<file path="config.mk">
export PLATFORM = sky130hd
export DESIGN_NAME = hazard_ctrl
export DESIGN_NICKNAME = d
export VERILOG_FILES = /design/src/rtl/hazard_ctrl.sv
export SDC_FILE = /design/constraint.sdc
export NUM_CORES = 1
export LEC_CHECK = 0
export ABC_AREA = 1
export CORE_MARGIN = 2
export CORE_UTILIZATION = 30
export DETAILED_ROUTE_END_ITERATION = 12
export GPL_TIMING_DRIVEN = 0
export PLACE_DENSITY = 0.75
export SYNTH_ARGS = -nofsm -noshare
export SYNTH_HDL_FRONTEND = slang
export SYNTH_SLANG_ARGS = --single-unit
</file>
<file path="constraint.sdc">
create_clock -name clk -period 2.8 [get_ports clk]
set_input_delay 0.7 -clock clk [delete_from_list [all_inputs] [get_ports clk]]
set_output_delay 0.7 -clock clk [all_outputs]
set_load 0.01 [all_outputs]
</file>
<file path="src/rtl/hazard_ctrl.sv">
// Pipeline hazard controller: load-use stall, branch flush, data-memory freeze with timeout HALT.
// Optional performance counters are built only when HAZARD_PERF_CNT_EN is defined.
module hazard_ctrl #(
   parameter int unsigned MEM_TIMEOUT = 16,
   parameter int unsigned CNT_W       = 16
) (
   input  logic             clk,
   input  logic             reset,
   input  logic             MemRead_EX,
   input  logic [4:0]       targetReg_EX,
   input  logic [4:0]       Rn_ID,
   input  logic [4:0]       Rm_ID,
   input  logic             useRn_ID,
   input  logic             useRm_ID,
   input  logic             branchTaken_EX,
   input  logic             memReq_MEM,
   input  logic             memReady,
   output logic             stall_IF,
   output logic             stall_ID,
   output logic             bubble_EX,
   output logic             flush_IFID,
   output logic             freeze,
   output logic             memTimeout,
   output logic [1:0]       state,
   output logic [CNT_W-1:0] stallCount,
   output logic [CNT_W-1:0] flushCount
);

   localparam int unsigned TW = $clog2(MEM_TIMEOUT + 1);
   localparam logic [TW-1:0] TMAX = TW'(MEM_TIMEOUT);

   typedef enum logic [1:0] {
      RUN     = 2'b00,
      MEMWAIT = 2'b01,
      HALT    = 2'b10
   } state_t;

   state_t        st_q, st_d;
   logic [TW-1:0] tcnt_q, tcnt_d;
   logic          timeout_q, timeout_d;
   logic          load_use, mem_wait, run_eval;

   // R31 is the zero register, so a load targeting it never creates a dependency.
   assign load_use = MemRead_EX && (targetReg_EX != 5'd31) &&
                     ((useRn_ID && (Rn_ID == targetReg_EX)) ||
                      (useRm_ID && (Rm_ID == targetReg_EX)));
   assign mem_wait = memReq_MEM && !memReady;

   assign state      = st_q;
   assign memTimeout = timeout_q;

   always_ff @(posedge clk) begin
      if (reset) begin
         st_q      <= RUN;
         tcnt_q    <= '0;
         timeout_q <= 1'b0;
      end else begin
         st_q      <= st_d;
         tcnt_q    <= tcnt_d;
         timeout_q <= timeout_d;
      end
   end

   always_comb begin
      st_d       = st_q;
      tcnt_d     = tcnt_q;
      timeout_d  = timeout_q;
      run_eval   = 1'b0;
      stall_IF   = 1'b0;
      stall_ID   = 1'b0;
      bubble_EX  = 1'b0;
      flush_IFID = 1'b0;
      freeze     = 1'b0;

      case (st_q)
         RUN: begin
            if (mem_wait) begin
               freeze = 1'b1;
               st_d   = MEMWAIT;
               tcnt_d = TW'(1);
            end else begin
               run_eval = 1'b1;
            end
         end
         MEMWAIT: begin
            if (memReady) begin
               run_eval = 1'b1;
               st_d     = RUN;
               tcnt_d   = '0;
            end else begin
               freeze = 1'b1;
               if (tcnt_q == TMAX) begin
                  st_d      = HALT;
                  timeout_d = 1'b1;
               end else begin
                  tcnt_d = tcnt_q + TW'(1);
               end
            end
         end
         HALT: begin
            freeze = 1'b1;
         end
         default: begin
            st_d = RUN;
         end
      endcase

      // A branch flushes the consumer of any coincident load-use, so it wins.
      if (run_eval) begin
         if (branchTaken_EX) begin
            flush_IFID = 1'b1;
            bubble_EX  = 1'b1;
         end else if (load_use) begin
            stall_IF  = 1'b1;
            stall_ID  = 1'b1;
            bubble_EX = 1'b1;
         end
      end

      if (reset) begin
         stall_IF   = 1'b0;
         stall_ID   = 1'b0;
         bubble_EX  = 1'b0;
         flush_IFID = 1'b0;
         freeze     = 1'b0;
      end
   end

`ifdef HAZARD_PERF_CNT_EN
   logic [CNT_W-1:0] stall_cnt_q, flush_cnt_q;

   always_ff @(posedge clk) begin
      if (reset) begin
         stall_cnt_q <= '0;
         flush_cnt_q <= '0;
      end else begin
         if ((stall_IF || freeze) && (stall_cnt_q != '1))
            stall_cnt_q <= stall_cnt_q + CNT_W'(1);
         if (flush_IFID && (flush_cnt_q != '1))
            flush_cnt_q <= flush_cnt_q + CNT_W'(1);
      end
   end

   assign stallCount = stall_cnt_q;
   assign flushCount = flush_cnt_q;
`else
   assign stallCount = '0;
   assign flushCount = '0;
`endif

endmodule

</file>
==> results.sh <==
export IMPL_yosys_register_bits=8
export IMPL_fill_cells=348
export IMPL_cts_max_level=1
export IMPL_fin_crit_sh_pct=95.5
export IMPL_initial_core_util_pct=31.3
export IMPL_boundaryPins=63
export IMPL_clock_latency_ns=0.26
export IMPL_maxCapViolCount=0
export IMPL_cts_setup_buffers=0
export IMPL_drtPass1Iterations=4
export IMPL_p_per_area_nw_per_um2=240
export IMPL_cp_arrival_ns=1.97
export IMPL_place_inst=274
export IMPL_rsz0062_at_grt="no"
export IMPL_synthCells=168
export IMPL_finalSetupViolations=0
export IMPL_routed_wl_microns=2180
export IMPL_core_sq_um=3340
export IMPL_drive_gt1_share_pct=29.4
export IMPL_synthTopCellsByArea="buf_4 24%, nand2_1 15%, dfxtp_1 15%"
export IMPL_synth_largest_area_cell="buf_4"
export IMPL_yosysWarnings=0
export IMPL_dieArea_sq_um=3980
export IMPL_syn2layout_area_growth_pct=48.2
export IMPL_diodes=0
export IMPL_cp_required_ns=2.10
export IMPL_fin_area_sq_um=1550
export IMPL_leakage_nw=0.921
export IMPL_grt_overflow=0
export IMPL_grt_max_degree=10
export IMPL_power_mw=0.372
export IMPL_startpoint_type="input pin"
export IMPL_cts_tree="done"
export IMPL_clk_pin_slew_worst_paths_ns=0.06
export IMPL_skew_ns=0.00813
export IMPL_final_common_cell="nand2_1"
export IMPL_postSynthAreaPerCell_sq_um=6.23
export IMPL_place_congestion=0.827
export IMPL_ys_types=25
export IMPL_placed_area_sq_um=1510
export IMPL_grt_pass1_wl_microns=3640
export IMPL_yosysSeqAreaShare_pct=15.3
export IMPL_hp_class="register to register"
export IMPL_synth_area_sq_um=1050
export IMPL_grt_pass1_vias=929
export IMPL_crit_type="input pin to output port"
export IMPL_first_iter_violations=33
export IMPL_clockBufferDepth=2
export IMPL_antenna_found_initial=0
export IMPL_die_h_microns=63.1
export IMPL_cts_root_buffer="clkbuf_4"
export IMPL_grt_use_total_pct=11.1
export IMPL_drc=0
export IMPL_fmax_mhz=374
export IMPL_via_count=1050
export IMPL_finish_utilization_pct=46.5
export IMPL_final_nets=258
export IMPL_via_per_inst=3.79
export IMPL_irDropWorstVdd_mv=0.0810
export IMPL_end_kind="output port"
export IMPL_clock_sinks=8
export IMPL_hold_ws_ns=0.472
export IMPL_synth_top_cell_area_share_pct=23.7
export IMPL_finalHoldViolations=0
export IMPL_min_period_ns=2.67
export IMPL_outcome="complete, no violations"
export IMPL_finalNonFillerCells=277
export IMPL_wire_per_inst_microns=7.87
export IMPL_final_antenna_net_count=0
export IMPL_rows=21
export IMPL_cts_buffers=3
export IMPL_mostFrequentLayoutCells="42 x nand2_1, 34 x buf_4, 32 x conb_1"
export IMPL_hpwl_microns=1880
export IMPL_port_buffers=29
export IMPL_die_w_microns=63.1
export IMPL_drv_slew=0
export IMPL_critPathMaxFanout=2
[layout make-up]
type / count / area (sq um) / share of cell area [%]
Tap cell: 46 / 57.6 / 3.71
Buffer: 35 / 264 / 17.0
Timing Repair Buffer: 29 / 303 / 19.5
Clock buffer: 3 / 22.5 / 1.45
Multi-Input combinational cell: 134 / 661 / 42.6
Sequential cell: 8 / 160 / 10.3
Inverter: 22 / 82.6 / 5.33
[report_power, final]
part | total [mW] | switching [mW] | internal, mW
combinational | 0.155 | 0.0759 | 0.0790
clock | 0.0953 | 0.0458 | 0.0495
sequential | 0.122 | 0.00467 | 0.117
[metrics by stage]
step / setup TNS, ns / setup WS, ns
finish: 0 / 0.125
global route: 0 / 0.0164
CTS: 0 / 0.00121
detailed placement: -1.67 / -0.535
global placement: -1.63 / -0.535
floorplan: 0 / 0.571
[worst paths after layout]
check	startpoint	endpoint	slack, ns	depth (start not counted)
hold / removal	memTimeout	memTimeout	0.47	2
hold reg to reg	memTimeout	memTimeout	0.47	2
setup / recovery	Rn_ID[0]	stall_IF	0.13	11
setup reg to reg	tcnt_q[0]	tcnt_q[1]	1.49	8
[cell families after synthesis]
group,share of synthesized area [%]
fa+ha+maj,2.39
buf+inv,33.1
flops,15.3
other cells,0.359
compound gates,9.21
simple gates,39.6
[cells in the mapped netlist]
master	instances
nand2_1	43
buf_4	33
inv_1	19
nor2_1	17
dfxtp_1	8
nand3_1	6
nand2_2	5
a21oi_2	4
nand4_1	4
inv_2	3
nand2_4	3
nor2_4	3
o21ai_0	3
a21oi_1	2
ha_1	2
nor2_2	2
o21ai_2	2
or2_2	2
a31oi_1	1
buf_6	1
clkbuf_2	1
conb_1	1
nand3_2	1
o21ai_1	1
o21bai_1	1
[repair_timing]
action / in CTS / in global routing
endpoints found under the setup margin: 5 / 4
pin swaps: 0 / 4
hold buffers: 0 / 0
resized for setup: 9 / 13
[flip-flops by register name, summed over array words and instances (netlist names)]
signal and count:
tcnt_q 5, memTimeout 1, state 2
[routing by layer]
metal,GRT usage [%],up-vias,routed length (microns)
met5,0,-,0
li1,-,574,-
met4,2.50,0,17
met3,3.75,2,162
met2,20.9,32,1130
met1,12.0,442,867
[critical path: stages]
cell             delay (ns)
clkdlybuf4s50_1        0.47
inv_1                  0.04
nand2_1                0.05
nand2_1                0.04
nor2_1                 0.10
nand3_1                0.08
nand2_1                0.08
nand2_2                0.06
nor2_2                 0.12
buf_4                  0.11
buf_4                  0.10
(Power assumes the default switching activity.)
